===== src/rtl/uart_pkg.sv =====
// -----------------------------------------------------------------------------
// uart_pkg
// Shared definitions for the UART subsystem (RX and TX paths).
//   - RX FSM state encoding (3-bit) and its enum type
//   - Line-level constants for the start and stop bits
//   - Legal oversampling ratios
//   - 3-input majority helper used by the RX sampler
// -----------------------------------------------------------------------------
package uart_pkg;

  // RX FSM state encoding
  localparam logic [2:0] RX_IDLE   = 3'd0;
  localparam logic [2:0] RX_START  = 3'd1;
  localparam logic [2:0] RX_DATA   = 3'd2;
  localparam logic [2:0] RX_PARITY = 3'd3;
  localparam logic [2:0] RX_STOP   = 3'd4;

  typedef enum logic [2:0] {
    IDLE   = RX_IDLE,
    START  = RX_START,
    DATA   = RX_DATA,
    PARITY = RX_PARITY,
    STOP   = RX_STOP
  } rx_state_t;

  // Line levels of the framing bits, shared with the TX path
  localparam logic START_BIT = 1'b0;
  localparam logic STOP_BIT  = 1'b1;

  // Legal oversampling ratios (Prescale values)
  localparam int PRESCALE_8  = 8;
  localparam int PRESCALE_16 = 16;
  localparam int PRESCALE_32 = 32;

  // Majority of three samples
  function automatic logic majority3(input logic [2:0] s);
    return (s[0] & s[1]) | (s[0] & s[2]) | (s[1] & s[2]);
  endfunction

endpackage


===== src/rtl/uart_rx_sampler.sv =====
// -----------------------------------------------------------------------------
// uart_rx_sampler
// Captures the synchronized serial line at three points around mid-bit
// (edge_cnt = Prescale/2-1, Prescale/2, Prescale/2+1) and reports the
// majority of the three as the bit value.
// Ports:
//   clk, rst     clock / asynchronous active-low reset
//   rx_s         synchronized serial line
//   edge_cnt     position within the current bit (0..Prescale-1)
//   Prescale     oversampling ratio
//   sampled_bit  majority vote of the three captured samples
//   sample_done  high once all three samples of this bit are captured
//                (edge_cnt >= Prescale/2+2)
// -----------------------------------------------------------------------------
module uart_rx_sampler
  import uart_pkg::*;
#(
  parameter int PRESCALE_W = 6
) (
  input  logic                  clk,
  input  logic                  rst,
  input  logic                  rx_s,
  input  logic [PRESCALE_W-1:0] edge_cnt,
  input  logic [PRESCALE_W-1:0] Prescale,
  output logic                  sampled_bit,
  output logic                  sample_done
);

  logic [PRESCALE_W-1:0] half;
  logic [2:0]            samples;

  assign half = Prescale >> 1;

  genvar gi;
  generate
    for (gi = 0; gi < 3; gi++) begin : g_sample
      logic [PRESCALE_W-1:0] point;
      logic                  sample;

      // Sample points sit at half-1, half, half+1
      assign point = half + PRESCALE_W'(gi) - PRESCALE_W'(1);

      // Idle-high reset value keeps the vote at 1 before the first capture
      always_ff @(posedge clk or negedge rst) begin
        if (!rst) begin
          sample <= 1'b1;
        end else if (edge_cnt == point) begin
          sample <= rx_s;
        end
      end

      assign samples[gi] = sample;
    end
  endgenerate

  assign sampled_bit = majority3(samples);
  // The last capture lands on the edge that ends edge_cnt = half+1, so
  // the vote reflects the current bit from half+2 onwards.
  assign sample_done = (edge_cnt >= (half + PRESCALE_W'(2)));

endmodule


===== src/rtl/uart_rx.sv =====
// -----------------------------------------------------------------------------
// uart_rx
// Oversampling UART receiver: start bit, DATA_WIDTH data bits LSB first,
// optional parity bit, one stop bit. Each bit is decided by a 3-point
// majority vote around mid-bit on a clock running at Prescale x baud.
// Ports:
//   clk         oversampling clock
//   rst         asynchronous active-low reset
//   RX_IN       serial line (idle high, asynchronous to clk)
//   Prescale    oversampling ratio (8, 16 or 32), static during a frame
//   PAR_EN      1 = parity bit present (latched at the end of the start bit)
//   PAR_TYP     0 = even, 1 = odd (latched at the end of the start bit)
//   P_DATA      received word, updated only on a good frame
//   data_valid  one-cycle strobe, frame good
//   Par_err     one-cycle strobe, parity mismatch
//   Stp_err     one-cycle strobe, stop bit sampled 0
// All three strobes come out together in the cycle after the stop bit's
// last oversampling edge; the FSM is already back in IDLE in that cycle.
// -----------------------------------------------------------------------------
module uart_rx
  import uart_pkg::*;
#(
  parameter int DATA_WIDTH = 8,
  parameter int PRESCALE_W = 6
) (
  input  logic                  clk,
  input  logic                  rst,
  input  logic                  RX_IN,
  input  logic [PRESCALE_W-1:0] Prescale,
  input  logic                  PAR_EN,
  input  logic                  PAR_TYP,
  output logic [DATA_WIDTH-1:0] P_DATA,
  output logic                  data_valid,
  output logic                  Par_err,
  output logic                  Stp_err
);

  localparam int               BIT_W    = (DATA_WIDTH > 1) ? $clog2(DATA_WIDTH) : 1;
  localparam logic [BIT_W-1:0] LAST_BIT = BIT_W'(DATA_WIDTH - 1);

  // ---------------------------------------------------------------------------
  // Two-flop synchronizer, reset to the idle line level
  // ---------------------------------------------------------------------------
  logic rx_meta;
  logic rx_s;

  always_ff @(posedge clk or negedge rst) begin
    if (!rst) begin
      rx_meta <= 1'b1;
      rx_s    <= 1'b1;
    end else begin
      rx_meta <= RX_IN;
      rx_s    <= rx_meta;
    end
  end

  // ---------------------------------------------------------------------------
  // State
  // ---------------------------------------------------------------------------
  rx_state_t             state;
  logic [PRESCALE_W-1:0] edge_cnt;
  logic [BIT_W-1:0]      bit_cnt;
  logic [DATA_WIDTH-1:0] shift_data;
  logic                  par_en_hold;
  logic                  par_typ_hold;
  logic                  par_fail;
  logic                  stp_fail;

  logic sampled_bit;
  logic sample_done;
  logic bit_end;
  logic parity_bad;
  logic stop_bad;
  logic stp_final;

  uart_rx_sampler #(
    .PRESCALE_W (PRESCALE_W)
  ) u_sampler (
    .clk         (clk),
    .rst         (rst),
    .rx_s        (rx_s),
    .edge_cnt    (edge_cnt),
    .Prescale    (Prescale),
    .sampled_bit (sampled_bit),
    .sample_done (sample_done)
  );

  // ">=" rather than "==" so an out-of-range Prescale can never strand the
  // counter past its terminal value.
  assign bit_end    = (edge_cnt >= (Prescale - PRESCALE_W'(1)));

  // In PARITY the shifter holds the complete data word.
  assign parity_bad = sample_done && (sampled_bit != ((^shift_data) ^ par_typ_hold));
  assign stop_bad   = sample_done && (sampled_bit != STOP_BIT);

  // Folds in a stop failure detected on the very last edge as well
  assign stp_final  = stp_fail | stop_bad;

  // ---------------------------------------------------------------------------
  // FSM, counters, shifter, checks and output registers
  // ---------------------------------------------------------------------------
  always_ff @(posedge clk or negedge rst) begin
    if (!rst) begin
      state        <= IDLE;
      edge_cnt     <= '0;
      bit_cnt      <= '0;
      shift_data   <= '0;
      par_en_hold  <= 1'b0;
      par_typ_hold <= 1'b0;
      par_fail     <= 1'b0;
      stp_fail     <= 1'b0;
      P_DATA       <= '0;
      data_valid   <= 1'b0;
      Par_err      <= 1'b0;
      Stp_err      <= 1'b0;
    end else begin
      data_valid <= 1'b0;
      Par_err    <= 1'b0;
      Stp_err    <= 1'b0;

      // edge_cnt is held at 0 in IDLE so the first START cycle sees 0
      if (state == IDLE || bit_end) begin
        edge_cnt <= '0;
      end else begin
        edge_cnt <= edge_cnt + 1'b1;
      end

      case (state)
        IDLE: begin
          bit_cnt <= '0;
          if (rx_s == START_BIT) begin
            state <= START;
          end
        end

        START: begin
          if (bit_end) begin
            // Frame configuration is frozen here for the rest of the frame
            par_en_hold  <= PAR_EN;
            par_typ_hold <= PAR_TYP;
            // A start bit that votes high was a glitch: drop it silently
            state <= (sampled_bit == START_BIT) ? DATA : IDLE;
          end
        end

        DATA: begin
          if (bit_end) begin
            shift_data <= {sampled_bit, shift_data[DATA_WIDTH-1:1]};
            if (bit_cnt >= LAST_BIT) begin
              bit_cnt <= '0;
              state   <= par_en_hold ? PARITY : STOP;
            end else begin
              bit_cnt <= bit_cnt + 1'b1;
            end
          end
        end

        PARITY: begin
          if (parity_bad) begin
            par_fail <= 1'b1;
          end
          if (bit_end) begin
            state <= STOP;
          end
        end

        STOP: begin
          if (stop_bad) begin
            stp_fail <= 1'b1;
          end
          if (bit_end) begin
            data_valid <= !par_fail && !stp_final;
            if (!par_fail && !stp_final) begin
              P_DATA <= shift_data;
            end
            Par_err  <= par_fail;
            Stp_err  <= stp_final;
            par_fail <= 1'b0;
            stp_fail <= 1'b0;
            state    <= IDLE;
          end
        end

        default: begin
          state <= IDLE;
        end
      endcase
    end
  end

endmodule


===== config.mk =====
export PLATFORM = sky130hd
export DESIGN_NAME = uart_rx
export DESIGN_NICKNAME = d
export VERILOG_FILES = /design/src/rtl/uart_pkg.sv /design/src/rtl/uart_rx_sampler.sv /design/src/rtl/uart_rx.sv
export SDC_FILE = /design/constraint.sdc
export NUM_CORES = 1
export LEC_CHECK = 0
export ABC_AREA = 1
export ABC_CLOCK_PERIOD_IN_PS = 1900
export CAP_MARGIN = 20
export CORE_ASPECT_RATIO = 1.5
export CORE_MARGIN = 8
export CORE_UTILIZATION = 50
export DETAILED_ROUTE_END_ITERATION = 16
export GPL_TIMING_DRIVEN = 0
export MAX_ROUTING_LAYER = met4
export PLACE_DENSITY = 0.78
export SLEW_MARGIN = 20
export SYNTH_ARGS = -nofsm -noshare
export SYNTH_HDL_FRONTEND = slang
export SYNTH_SLANG_ARGS = --single-unit

===== constraint.sdc =====
create_clock -name clk -period 1.9 [get_ports clk]
set_input_delay 0.38 -clock clk [delete_from_list [all_inputs] [get_ports clk]]
set_output_delay 0.38 -clock clk [all_outputs]
set_load 0.005 [all_outputs]

==> impl_metrics.csv, run 1 <==
group,metric,value,unit
status,outcome,"finished, violations left",
status,violations,"setup timing",
worst_setup_path,critPathLaunchType,"input port",
timing,post-route-min-period,2.17,ns
worst_hold_path,min-delay-start,"rx_meta$_DFF_PN1_",
detailed_routing,vias,2302,
timing,tightest_slew,0.469,ns
timing,min_period_over_period,1.14,
die,core_area,5040,um^2
grt,grt_max_degree,31,
layout,nNetsFinal,398,
detailed_routing,wirelength,6540,um
power,p_seq_frac,0.346,
worst_setup_path,cp.arrival,2.35,ns
synth,ys_seq_area_frac,0.392,
worst_setup_path,worstPathRequired,2.08,ns
timing,hold_viol,0,
synth,ys_seq_elements,40,
die,io_pins,22,
worst_setup_path,r2r_end,"P_DATA[6]$_DFFE_PN0P_",
die,row_count,32,
worst_setup_path,endpoint_kind,"register",
power,p_int,0.00217,W
synth,avgSynthCellArea,8.30,um^2
clock_network,insertion_delay,0.30,ns
grt,grt_usage,0.181,
worst_hold_path,hp-class,"register to register",
placed_design,dpl.hpwl,4020,um
detailed_routing,avgViaCountPerCell,5.29,
placed_design,gp_congestion,0.924,
synth,synth_ff_type,"dfrtp_1",
power,p_sw_frac,0.431,
grt,grt-ovfl-total,0,
power,power_switching,0.00165,W
die,fp.dieW,74.6,um
detailed_routing,route.antenna.remaining_nets,0,
worst_setup_path,max_stage_delay,0.33,ns
grt,grt_pass1_wl,10800,um
clock_network,htreeDepth,2,
die,dieArea,7740,um^2
grt,grt_pass1_vias,2383,
timing,setup_tns,-7.02,ns
timing,rsz0062_at_grt,"true",
power,p_per_area,1070,nW/um^2
clock_network,cts_root_buf,"clkbuf_8",
synth,syn_area,2570,um^2
worst_setup_path,crit_chain,"buf_12, clkinv_8, ha_1, inv_1, o21ai_2, xor2_1, ha_1, nand2_2, nor3_2, nand3b_4, nand2_8, clkinv_8, nand4_4, nand2_1, nand2_1",
worst_hold_path,whs_endpoint,"rx_s$_DFF_PN1_",
worst_hold_path,holdPathStages,0,
layout,layout-drive-gt1-share,0.327,
timing,max-slew-margin-rel,0.685,
worst_setup_path,cp_top_family,"simple AND/OR/NAND/NOR gates",
synth,synth_nets,342,
worst_setup_path,critPathLaunch,"Prescale[1]",
die,fp.dieH,104,um
clock_network,cts_tree,"yes",
worst_setup_path,rr_worst_depth,9,
grt,antenna_found_initial,0,
timing,fmax,461,MHz
layout,diodes,0,
worst_setup_path,rrSetupSlack,-0.05,ns
detailed_routing,wire_per_inst,15.0,um
timing,skew,0.00678,ns
power,pwr-share-comb,0.502,
synth,synth-edff-count,0,
worst_setup_path,cp_num_buf_inv,4,
layout,fin_cells,435,
power,clock_power_share,0.151,
placed_design,dp_slack,-1.47,ns
detailed_routing,drtPass1Iterations,4,
timing,setup_viol,35,
worst_setup_path,cp_slowest_cell,"ha_1",
timing,slew_violations,0,
worst_setup_path,rr_startpoint,"edge_cnt[5]$_DFF_PN0_",
worst_setup_path,critical_path_class,"input port to register",
synth,ys_warn_count,0,
synth,yosysUniqueCellTypes,35,
clock_network,cts_buffer_depth,2,
clock_network,cts_buffers,5,
synth,netlist_instances,310,
worst_setup_path,cp_max_fo,6,
detailed_routing,drc_errors,0,
clock_network,clk_pin_slew,0.07,ns
placed_design,io_buffers,19,
detailed_routing,drt-initial-drc-count,86,
job,maxCapViolCount,0,
power,p_leak,1.74,nW
placed_design,placed_cells,398,
clock_network,cts.sinks,40,
timing,fin_ws,-0.267,ns
power,peakVddDrop,1140,uV
layout,area_delta_synth_final,38.5,%
synth,synthArstFlopShare,1.00,
die,start_util,0.510,
[cells in the mapped netlist, drive strengths merged, types with 2 or more instances]
master | count | area [um^2]
nor3 | 5 | 25.0
clkinv | 2 | 7.51
xor2 | 17 | 149
nand4 | 13 | 109
xnor2 | 9 | 78.8
nand2 | 78 | 305
buf | 4 | 31.3
ha | 21 | 263
a21oi | 11 | 66.3
o21ai | 22 | 121
inv | 44 | 165
nand3 | 11 | 77.6
nor2 | 25 | 93.8
dfrtp | 35 | 876
dfstp | 5 | 131
[area by class of cell]
| type | instances | area [um^2] |
|---|---|---|
| inverter | 46 | 225 |
| multi-input combinational | 222 | 1620 |
| timing repair inverter | 1 | 8.76 |
| tap | 68 | 85.1 |
| timing repair buffer | 46 | 464 |
| clock buffer | 8 | 90.1 |
| buffer | 4 | 57.6 |
| sequential | 40 | 1010 |
| fill | 343 | 1480 |
[placed cells by master, fill, tap and decap left out, types with 3 or more instances in the layout]
cell type and n:
o21ai_1 11, nand4_1 10, buf_6 10, nand2_2 19, o21ai_0 4, inv_1 32, dfrtp_1 35, clkdlybuf4s50_1 14
nor3_1 3, inv_4 3, buf_4 17, dfstp_2 5, nor2_1 18, clkbuf_8 6, nand2_4 6, o21ai_2 6
buf_12 5, xnor2_1 9, nor2_2 4, ha_4 3, nand3_2 4, nand2_1 52, inv_2 5, ha_1 18
a21oi_1 8, xor2_1 17, nand3_1 6, nor2_4 3
[power by group through the flow]
stage	registers, W	logic, W	clock network, W
floorplan	0.00126	0.00114	0
global placement	0.00131	0.00140	0
detailed placement	0.00131	0.00146	0
CTS	0.00130	0.00175	0.000582
global route	0.00135	0.00210	0.000613
finish	0.00132	0.00192	0.000577
[registers in the layout (all words and copies together), names as in the netlist, 3 cells and up]
name                       flops
P_DATA                         8
shift_data                     8
edge_cnt                       6
bit_cnt                        3
state                          3
u_sampler.g_sample.sample      3
[through the flow]
stage | area [um^2] | hold WS [ns] | util | total power, W
2_1_floorplan | 2660 | 0.0844 | - | 0.00240
3_3_place_gp | 2940 | 0.348 | 0.582 | 0.00270
3_5_place_dp | 2950 | 0.267 | 0.585 | 0.00277
4_1_cts | 3430 | 0.359 | 0.680 | 0.00364
5_1_grt | 3560 | 0.365 | 0.706 | 0.00407
6_report | 3560 | 0.358 | 0.706 | 0.00381
[what timing repair did]
item / 4_1_cts / 5_1_grt
setup endpoints to repair: 38 / 35
setup buffers: 19 / 5
endpoints found under the hold margin: 10 / 0
cloned: 4 / 0
hold buffers: 1 / 0
pin swaps: 32 / 15
gates resized for setup: 83 / 29
[routing by layer]
layer | wire length [um] | GRT usage | vias up
met5 | 0 | - | -
met4 | 217 | 0.0789 | 0
met3 | 218 | 0.0309 | 24
met2 | 3760 | 0.323 | 47
met1 | 2350 | 0.182 | 1115
li1 | - | - | 1116
[cells by family (layout without fill, tap and decap cells)]
group	Yosys count	after routing	share of synthesized area
compound gates	39	40	0.0944
xor+xnor	26	26	0.0885
fa+ha+maj	21	21	0.102
buf+inv	50	105	0.0793
flops	40	40	0.392
simple gates	134	135	0.244
[worst register-to-register path, cell delays in order (launching register included)]
cell	delay [ns]
dfrtp_1	0.50
ha_1	0.39
nand2_2	0.09
nor3_2	0.16
nand3b_4	0.24
nand2_8	0.10
clkinv_8	0.10
nand4_4	0.11
nand2_1	0.10
nand2_1	0.06
[how the worst max path moves through the flow]
stage / endpoint / slack, ns / depth (start not counted)
final: P_DATA[6]$_DFFE_PN0P_ / -0.27 / 15
after global routing: P_DATA[6]$_DFFE_PN0P_ / -0.40 / 16
after CTS: P_DATA[6]$_DFFE_PN0P_ / -0.19 / 16
after detailed placement: shift_data[3]$_DFFE_PN0P_ / -1.47 / 17
after global placement: state[1]$_DFFE_PN0P_ / -1.40 / 16
after floorplan: state[0]$_DFFE_PN0P_ / -0.28 / 15
Note: power is estimated with default switching activity, not from simulation.
==> inputs of run 2 (changes only) <==
--- a/config.mk
+++ b/config.mk
@@ -12,7 +12,6 @@
 export CORE_MARGIN = 8
 export CORE_UTILIZATION = 50
 export DETAILED_ROUTE_END_ITERATION = 16
-export GPL_TIMING_DRIVEN = 0
 export MAX_ROUTING_LAYER = met4
 export PLACE_DENSITY = 0.78
 export SLEW_MARGIN = 20
==> run 2 against run 1 <==
- the run still ends with setup timing left
- combinational power is essentially flat
- first-iteration DRC count decreased by 9.3%
- sequential share of layout area is 0.36 points lower
- routed wire length is 6.7% higher
- sequential power is essentially flat
- cell count rose by 3.2%
- setup slack got worse by 0.078 ns
- register-to-register slack is essentially flat
- sequential cell count is the same
- power is 4.9% higher
- count of clock-buffer cells in the layout shrank 1
- critical endpoint is now bit_cnt[0]$_DFFE_PN0P_
- highest routed layer unchanged
==> impl_metrics.csv, run 2 (synthesis results as in run 1) <==
group,metric,value,unit
power,p_int,0.00231,W
die,row_count,32,
power,clock_power_share,0.187,
timing,post-route-min-period,2.25,ns
clock_network,cts_buffer_depth,2,
placed_design,dpl.hpwl,4640,um
die,dieArea,7740,um^2
placed_design,io_buffers,21,
detailed_routing,wire_per_inst,15.5,um
timing,slew_violations,0,
timing,hold_viol,0,
worst_setup_path,critPathLaunchType,"input port",
placed_design,place_area,3120,um^2
layout,fin_area,3610,um^2
timing,skew,0.00713,ns
timing,setup_viol,35,
clock_network,cts.sinks,40,
clock_network,cts_root_buf,"clkbuf_8",
layout,layout-drive-gt1-share,0.323,
worst_setup_path,worstPathRequired,2.11,ns
power,peakVddDrop,1040,uV
layout,diodes,0,
layout,area_delta_synth_final,40.3,%
power,power_switching,0.00169,W
grt,grt-ovfl-total,0,
worst_setup_path,critical_path_class,"input port to register",
power,p_seq_frac,0.328,
detailed_routing,vias,2393,
grt,grt_max_degree,41,
worst_setup_path,rr_worst_depth,14,
status,violations,"setup timing",
grt,grt_pass1_wl,11700,um
timing,fmax,445,MHz
layout,multi_input_area,1600,um^2
power,pwr-share-comb,0.485,
clock_network,cts_hold_buf,0,
power,p_leak,1.79,nW
placed_design,placed_cells,424,
clock_network,cts_buffers,5,
grt,grt_usage,0.198,
detailed_routing,drc_errors,0,
clock_network,cts_tree,"yes",
clock_network,htreeDepth,2,
detailed_routing,wirelength,6980,um
status,outcome,"finished, violations left",
layout,nNetsFinal,412,
die,start_util,0.510,
detailed_routing,drt-initial-drc-count,78,
die,io_pins,22,
layout,seqCellArea,1010,um^2
worst_setup_path,critPathLaunch,"Prescale[1]",
grt,antenna_found_initial,0,
detailed_routing,avgViaCountPerCell,5.33,
die,core_area,5040,um^2
grt,grt_pass1_vias,2550,
power,p_sw_frac,0.421,
worst_setup_path,cp_max_fo,4,
timing,min_period_over_period,1.18,
layout,nFillCells,350,
clock_network,clk_pin_slew,0.08,ns
placed_design,dp_slack,-1.09,ns
placed_design,gp_congestion,0.858,
worst_hold_path,hp-class,"input port to async pin",
die,fp.dieW,74.6,um
clock_network,insertion_delay,0.29,ns
worst_setup_path,endpoint_kind,"register",
timing,fin_ws,-0.346,ns
timing,rsz0062_at_grt,"true",
worst_setup_path,cp.arrival,2.45,ns
layout,layout_commonest_cell,"nand2_1",
layout,fin_cells,449,
timing,tightest_slew,0.497,ns
worst_setup_path,rr_startpoint,"edge_cnt[0]$_DFF_PN0_",
power,p_per_area,1110,nW/um^2
job,maxCapViolCount,0,
timing,holdWs,0.133,ns
timing,max-slew-margin-rel,0.669,
layout,top_regs,"P_DATA: 8 flops, shift_data: 8 flops, edge_cnt: 6 flops",
layout,final_cell_mix,"nand2_1 (63), dfrtp_1 (35), buf_4 (35)",
detailed_routing,drtPass1Iterations,4,
detailed_routing,route.antenna.remaining_nets,0,
die,fp.dieH,104,um
[run 2: worst paths after layout]
path,to,slack (ns)
max,bit_cnt[0]$_DFFE_PN0P_,-0.35
min,P_DATA[1]$_DFFE_PN0P_,0.13
max reg2reg,P_DATA[5]$_DFFE_PN0P_,-0.05
min reg2reg,rx_s$_DFF_PN1_,0.36
max in group asynchronous,rx_s$_DFF_PN1_,1.39
min in group clk,rx_s$_DFF_PN1_,0.36
[run 2: critical path: stages]
cell and delay (ns):
buf_8 0.11, inv_8 0.05, ha_4 0.14, nand2_4 0.05, nor2_4 0.11, o21ai_2 0.07
xor2_1 0.18, ha_1 0.37, a21oi_2 0.16, o21a_1 0.18, nand3b_4 0.13, buf_4 0.18
nand2_8 0.09, nand2_4 0.08, inv_2 0.07, nand2_1 0.05, o21ai_0 0.07
[run 2: repair_timing]
| item | CTS | global route |
|---|---|---|
| resized for setup | 74 | 12 |
| setup buffers | 9 | 4 |
| setup endpoints to repair | 38 | 35 |
| pin swaps | 28 | 7 |
| hold endpoints to repair | 0 | 0 |
| gates cloned | 4 | 0 |
[run 2: layer usage]
layer,vias to the layer above,track usage,share of wire
li1,1143,-,-
met1,1157,0.188,0.34
met2,68,0.357,0.58
met3,25,0.0290,0.034
met4,0,0.111,0.047
met5,-,-,0
[run 2: area by class of cell]
class,instances,area share
clock buffer,7,0.0267
clock inverter,1,0.00832
inverter,46,0.0583
multi-input combinational,222,0.444
sequential,40,0.279
tap,68,0.0236
timing repair buffer,64,0.157
timing repair inverter,1,0.00243
[run 2: power groups by stage]
stage,Sequential (W),Combinational (W),Clock (W)
after floorplan,0.00126,0.00114,0
after global placement,0.00130,0.00151,0
after detailed placement,0.00131,0.00159,0
after CTS,0.00130,0.00179,0.000758
after global routing,0.00134,0.00215,0.000795
final,0.00131,0.00194,0.000747
[run 2: metrics by stage]
stage / util / TNS [ns] / total power (W)
2_1_floorplan: - / -6.17 / 0.00240
3_3_place_gp: 0.619 / -33.94 / 0.00281
3_5_place_dp: 0.619 / -36.11 / 0.00289
4_1_cts: 0.701 / -4.18 / 0.00385
5_1_grt: 0.715 / -13.59 / 0.00429
6_report: 0.715 / -9.32 / 0.00400
==> inputs of run 3 (changes only) <==
--- a/config.mk
+++ b/config.mk
@@ -14,6 +14,7 @@
 export DETAILED_ROUTE_END_ITERATION = 16
 export MAX_ROUTING_LAYER = met4
 export PLACE_DENSITY = 0.78
+export SKIP_CTS_REPAIR_TIMING = 1
 export SLEW_MARGIN = 20
 export SYNTH_ARGS = -nofsm -noshare
 export SYNTH_HDL_FRONTEND = slang
==> run 3 against run 2 <==
- the run still ends with setup timing left
- sequential share of layout area rose by 0.72 points
- setup slack improved by 0.11 ns
- critical endpoint is now P_DATA[3]$_DFFE_PN0P_
- die area did not move
- sequential cell count did not move
- via count fell by 0.71%
- clock skew fell by 0.0014 ns
==> impl_metrics.csv, run 3 (synthesis results as in run 1) <==
group,metric,value,unit
grt,grt_pass1_wl,10200,um
placed_design,io_buffers,21,
job,maxCapViolCount,0,
worst_setup_path,cp.arrival,2.33,ns
timing,fmax,467,MHz
worst_hold_path,hp-class,"input port to async pin",
clock_network,cts_buffer_depth,2,
timing,skew,0.00573,ns
power,p_leak,1.79,nW
worst_setup_path,rrSetupSlack,-0.08,ns
status,violations,"setup timing",
timing,setup_viol,35,
detailed_routing,route.antenna.remaining_nets,0,
clock_network,cts.sinks,40,
clock_network,cts_buffers,5,
detailed_routing,vias,2376,
grt,grt-ovfl-total,0,
die,row_count,32,
die,core_area,5040,um^2
detailed_routing,wire_per_inst,15.9,um
layout,fin_cells,444,
worst_setup_path,rr_worst_depth,14,
layout,final_core_util,0.697,
power,peakVddDrop,879,uV
layout,top_regs,"P_DATA: 8 flops, shift_data: 8 flops, edge_cnt: 6 flops",
grt,grt_max_degree,41,
worst_setup_path,critical_path_class,"input port to register",
detailed_routing,avgViaCountPerCell,5.35,
power,power,0.00390,W
timing,fin_ws,-0.241,ns
placed_design,placed_cells,424,
layout,final_cell_mix,"nand2_1 (65), dfrtp_1 (35), inv_1 (34)",
worst_setup_path,worstPathRequired,2.09,ns
grt,antenna_found_initial,0,
detailed_routing,drt-initial-drc-count,92,
worst_setup_path,endpoint_kind,"register",
die,fp.dieW,74.6,um
timing,max-slew-margin-rel,0.666,
timing,hold_viol,0,
clock_network,cts_root_buf,"clkbuf_8",
placed_design,dpl.hpwl,4640,um
worst_setup_path,rr_startpoint,"edge_cnt[0]$_DFF_PN0_",
placed_design,gp_congestion,0.858,
timing,rsz0062_at_grt,"true",
clock_network,clk_pin_slew,0.08,ns
die,io_pins,22,
die,dieArea,7740,um^2
timing,tightest_slew,0.501,ns
layout,nNetsFinal,407,
layout,diodes,0,
timing,holdWs,0.126,ns
die,fp.dieH,104,um
grt,grt_pass1_vias,2315,
worst_setup_path,r2r_end,"P_DATA[6]$_DFFE_PN0P_",
clock_network,htreeDepth,2,
power,p_per_area,1110,nW/um^2
worst_setup_path,critPathLaunchType,"input port",
clock_network,insertion_delay,0.30,ns
layout,layout-drive-gt1-share,0.282,
die,start_util,0.510,
status,outcome,"finished, violations left",
detailed_routing,drtPass1Iterations,4,
layout,area_delta_synth_final,36.7,%
timing,slew_violations,0,
detailed_routing,drc_errors,0,
timing,min_period_over_period,1.13,
grt,grt_usage,0.170,
detailed_routing,wirelength,7040,um
clock_network,cts_tree,"yes",
layout,layout_commonest_cell,"nand2_1",
worst_setup_path,cp_max_fo,6,
timing,post-route-min-period,2.14,ns
## run 3: cell count changes in the layout (fill, tap and decap cells not counted), sizes merged
cell	change
clkdlybuf4s15	-2
dlymetal6s2s	+4
clkinv	+1
clkbuf	+1
a21oi	-1
dlygate4sd2	-1
buf	-6
inv	-1
## run 3: how the worst max path moves through the flow
stage / startpoint / to / slack (ns)
global route: Prescale[3] / P_DATA[4]$_DFFE_PN0P_ / -0.38
CTS: Prescale[2] / bit_cnt[0]$_DFFE_PN0P_ / -0.80
detailed placement: Prescale[2] / bit_cnt[0]$_DFFE_PN0P_ / -1.09
global placement: Prescale[2] / bit_cnt[0]$_DFFE_PN0P_ / -1.01
finish: Prescale[3] / P_DATA[3]$_DFFE_PN0P_ / -0.24
floorplan: Prescale[4] / state[0]$_DFFE_PN0P_ / -0.28
## run 3: area by class of cell
type                       count  area, um^2
clock buffer                   7        96.3
clock inverter                 1        30.0
fill                         378        1530
inverter                      46         208
multi-input combinational    221        1540
sequential                    40        1010
tap                           68        85.1
timing repair buffer          60         543
timing repair inverter         1        8.76
## run 3: metal layers
| layer | routed length, um | vias up | global-route usage |
|---|---|---|---|
| li1 | - | 1130 | - |
| met1 | 2420 | 1144 | 0.163 |
| met2 | 4080 | 69 | 0.309 |
| met3 | 220 | 33 | 0.0251 |
| met4 | 325 | 0 | 0.0831 |
| met5 | 0 | - | - |
## run 3: where the power goes
part           internal (W)  switching [W]
Combinational      0.000731        0.00110
Clock              0.000463       0.000295
Sequential          0.00108       0.000226
## run 3: metrics by stage
step / area, um^2 / TNS, ns / worst slack [ns]
after global placement: 3120 / -33.94 / -1.01
after floorplan: 2660 / -6.17 / -0.282
after detailed placement: 3120 / -36.11 / -1.09
after CTS: 3250 / -24.96 / -0.797
after global routing: 3520 / -9.97 / -0.381
final: 3520 / -4.90 / -0.241
## run 3: critical path, stage by stage
cell and delay, ns:
dlymetal6s2s_1 0.14, inv_1 0.07, ha_2 0.20, nand2_2 0.06
xor2_1 0.16, inv_1 0.10, ha_4 0.28, nand2_2 0.07
o21a_1 0.22, nand3b_4 0.16, nand2_8 0.09, clkinv_8 0.10
nand4_4 0.13, nand2_1 0.12, nand2_1 0.05
==> RTL change 1, RTL diff (config.mk and constraints of run 3) <==
The parameter `DATA_WIDTH` goes from 8 to 16.
--- a/src/rtl/uart_rx.sv
+++ b/src/rtl/uart_rx.sv
@@ -21,5 +21,5 @@
   import uart_pkg::*;
 #(
-  parameter int DATA_WIDTH = 8,
+  parameter int DATA_WIDTH = 16,
   parameter int PRESCALE_W = 6
 ) (
Ports: changed (resized P_DATA); port bits go from 22 to 30. No check against the original RTL was run, so the function may have changed too.
==> RTL change 1 against run 3 <==
- the run still ends with negative setup slack left
- utilization rose by 1.7 points
- via count rose by 29%
- sequential power rose by 47%
- sequential cell count rose by 17
- power rose by 45%
- largest cell class unchanged
- critical endpoint is now P_DATA[14]
- cell area rose by 31%
- synthesized area rose by 28%
- global-route usage rose by 0.79 points
- setup slack barely moved
- wire length rose by 29%
==> RTL change 1: results (changes against run 3) <==
| Metric | Value |
|---|---|
| Final setup vio count | 52 (+49%) |
| Final WL | 9.09 mm (+29%) |
| Number of global-route vias before repair | 2915 (+26%) |
| RR Endpoint | P_DATA[11] |
| DR WL met3 | 448 um (+100%) |
| Top post-synthesis cells by area | dfrtp_1 (39%), nand2_1 (12%), ha_1 (7.6%) |
| Placer Congestion | 0.891 (+3.9%) |
| Num CTS Buffers | 9 (+4) |
| Post-synth top cells | nand2_1 (104), dfrtp_1 (52), inv_1 (46) |
| GRT Util Overall | 0.177 (+0.00786) |
| Nets | 511 (+26%) |
| Leakage | 0.00229 uW (+28%) |
| Status | complete, but fails checks |
| Drt pass-1 iters | 5 (+1) |
| Hold slack | 0.0230 ns (-0.103 ns) |
| Met1 Wirelength | 3.35 mm (+38%) |
| M2 GR Usage | 0.295 (-0.0144) |
| Buffers on Ports | 29 (+38%) |
| Crit path from | Prescale[2] |
| Crit path DAT | 2.37 ns (+0.04 ns) |
| Pre-CTS WS | -1.04 ns (+0.0439 ns) |
| First-pass GRT wire length | 12.7 mm (+25%) |
| Share of cells above drive strength 1 | 0.272 (-0.00975) |
| Path depth of the worst reg2reg path | 9 (-5) |
| Worst r2r src | edge_cnt[3] |
| Mapped Nets | 431 (+26%) |
| Max-slew headroom | 0.617 (-0.0487) |
| Met2 WL | 4.89 mm (+20%) |
| Max VDD drop | 0.872 mV (-0.80%) |
| Final HPWL DP | 5.86 mm (+26%) |
| Final WS setup | -0.240 ns (+0.000297 ns) |
| Via count | 3069 (+29%) |
| Failing checks | negative setup slack |
| Clock Latency Late Sink | 0.34 ns (+0.04 ns) |
| Crit-path max FO | 5 (-1) |
## RTL change 1: cell types whose count changed in the layout (fill, tap and decap cells not counted), moves of 5 or more
cell,change
buf_4,+8
o21ai_1,-5
dfrtp_1,+17
ha_1,-5
nor2_1,+9
a21oi_1,+10
ha_4,+6
clkdlybuf4s50_1,+8
nand4_1,+9
nand2_1,+30
## RTL change 1: report_power, final
part | internal, uW | leakage, uW | switching (uW)
registers | 1600 | 0.000720 | 331
clock network | 509 | 0.0000887 | 493
logic | 1190 | 0.00148 | 1530
total | 3300 | 0.00229 | 2350
## RTL change 1: metrics by stage
step	total power [uW]	instances	TNS, ns	cell area (um2)	utilization
CTS	5300	552	-30.73	4220	0.654
detailed placement	4270	536	-49.68	4040	0.626
floorplan	3380	400	-9.05	3400	-
global route	6090	561	-13.21	4600	0.714
finish	5650	561	-7.50	4600	0.714
global placement	4160	536	-45.19	4040	0.626
## RTL change 1: logic make-up (layout without fill, tap and decap cells)
logic type / after synthesis / after routing / synth area share
AND/OR/NAND/NOR: 190 / 192 / 0.261
adder cells (fa/ha/maj): 20 / 20 / 0.0760
XOR/XNOR: 27 / 27 / 0.0718
multiplexers: 1 / 1 / 0.00342
flip-flops: 57 / 57 / 0.435
AO/OA/AOI/OAI: 47 / 47 / 0.0798
buffers and inverters: 58 / 141 / 0.0737
## RTL change 1: area by class of cell
cell class	instances	area [um2]	share of cell area
well taps	76	95.1	0.0207
repair buffers	76	738	0.161
clock buffers	10	138	0.0299
multi-input cells	287	1930	0.420
inverters	49	221	0.0482
flip-flops and latches	57	1430	0.312
clock inverters	6	42.5	0.00925
==> RTL change 2, RTL diff (flow settings as in run 3) <==
Made on the original files. Reset style: synchronous (`rst`), changed in 3 clocked blocks. Comments in the files are not updated.
--- a/src/rtl/uart_rx_sampler.sv
+++ b/src/rtl/uart_rx_sampler.sv
@@ -42,5 +42,5 @@
 
       // Idle-high reset value keeps the vote at 1 before the first capture
-      always_ff @(posedge clk or negedge rst) begin
+      always_ff @(posedge clk) begin
         if (!rst) begin
           sample <= 1'b1;
--- a/src/rtl/uart_rx.sv
+++ b/src/rtl/uart_rx.sv
@@ -45,5 +45,5 @@
   logic rx_s;
 
-  always_ff @(posedge clk or negedge rst) begin
+  always_ff @(posedge clk) begin
     if (!rst) begin
       rx_meta <= 1'b1;
@@ -100,5 +100,5 @@
   // FSM, counters, shifter, checks and output registers
   // ---------------------------------------------------------------------------
-  always_ff @(posedge clk or negedge rst) begin
+  always_ff @(posedge clk) begin
     if (!rst) begin
       state        <= IDLE;
Behaviour: same outputs for any inputs over 10 cycles, from zero or initial values and one cycle with rst low; that may be too few to reach the edited logic, so the function may still have changed.
==> RTL change 2 against run 3 <==
- the run still ends with negative setup slack left
- fmax down 6.0%
- synthesized area shrank 2.9%
- cell area down 6.5%
- wire length fell by 19%
- clock skew grew 0.0073 ns
- sequential cell count is the same
- via count decreased by 3.5%
- setup slack worse by 0.14 ns
- critical path type unchanged
Power is not compared: it rests on default switching activity, and its combinational part moved more than twofold at a synthesized area within 25%.
==> RTL change 2: results (changes against run 3) <==
| Metric | Value |
|---|---|
| Status | complete, but fails checks |
| Failing checks | negative setup slack |
| M1 GR Usage | 0.149 (-0.0135) |
| Final HPWL DP | 4.32 mm (-7.0%) |
| Synth Area in Adders | 0.105 (+0.00302) |
| Mapped Nets | 373 (+9.1%) |
| Placer Congestion | 0.878 (+2.4%) |
| Met3 usage | 0.0292 (+0.00411) |
| Final-layout fill cell count | 415 (+9.8%) |
| Complex-gate fraction of the synthesized area | 0.106 (+0.0118) |
| Main flop type after synthesis | dfxtp_1 |
| Share of cells above drive strength 1 | 0.246 (-0.0363) |
| Clk cell area share | 0.0236 (-0.0123) |
| Vias per inst | 4.93 (-7.9%) |
| Flop2flop setup slack | -0.03 ns (+0.05 ns) |
| Clock buf count | 6 (-1) |
| Multi-input gate area | 1590 um2 (+3.1%) |
| Worst r2r src | edge_cnt[0] |
| Final WL | 5.74 mm (-19%) |
| Final setup vio count | 35 (unchanged) |
| Top post-synthesis cells by area | dfxtp_1 (32%), ha_1 (11%), nand2_1 (9.5%) |
| Slowest CP cell | ha_1 |
| Largest net degree at the start of global routing | 20 (-51%) |
| Non-clock buffer count in the final layout | 57 (-5.0%) |
| Synth unique cells | 38 (+8.6%) |
| GRT Util Overall | 0.158 (-0.0113) |
| Final WS setup | -0.376 ns (-0.135 ns) |
| Worst-Margin Slew | 0.408 ns (-0.0932 ns) |
| First-pass GRT wire length | 9.17 mm (-9.8%) |
RTL change 2: cell count changes after synthesis, sizes merged, moves of 5 or more:
| cell | delta |
|---|---|
| nand4 | -8 |
| dfxtp | +40 |
| dfstp | -5 |
| nor2 | +31 |
| nand3 | +7 |
| nand2 | -10 |
| dfrtp | -35 |
| inv | +6 |
RTL change 2: stage by stage:
stage	power, uW	instance area [um2]	instances	TNS, ns
floorplan	1570	2560	341	-6.88
global placement	1780	3060	456	-31.47
detailed placement	1800	3060	456	-34.50
CTS	2330	3140	463	-23.12
global route	2550	3290	465	-12.22
finish	2380	3290	465	-7.64
RTL change 2: worst register-to-register path: stages (launching register included):
cell       delay, ns
dfxtp_1         0.33
inv_1           0.07
ha_1            0.29
inv_1           0.08
nand2_1         0.06
nand2_1         0.06
nand2_1         0.05
nand2_1         0.05
nand2_1         0.07
nand4_2         0.08
nand2_2         0.09
nand2_4         0.08
nand4_4         0.16
clkbuf_16       0.22
nor2_2          0.10
nor2_1          0.06
RTL change 2: routing by layer:
layer	wire length, um	share of wire
met1	2210	0.38
met2	3200	0.56
met3	145	0.025
met4	187	0.033
met5	0	0
RTL change 2: worst max path at each step:
| stage | startpoint | to | slack, ns | depth (start not counted) |
|---|---|---|---|---|
| 2_1_floorplan | Prescale[2] | P_DATA[5] | -0.34 | 15 |
| 3_5_place_dp | Prescale[2] | P_DATA[6] | -1.06 | 17 |
| 5_1_grt | Prescale[2] | P_DATA[4] | -0.51 | 18 |
| 4_1_cts | Prescale[2] | P_DATA[6] | -0.75 | 16 |
| 6_report | Prescale[2] | P_DATA[7] | -0.38 | 17 |
| 3_3_place_gp | Prescale[2] | P_DATA[7] | -0.96 | 18 |
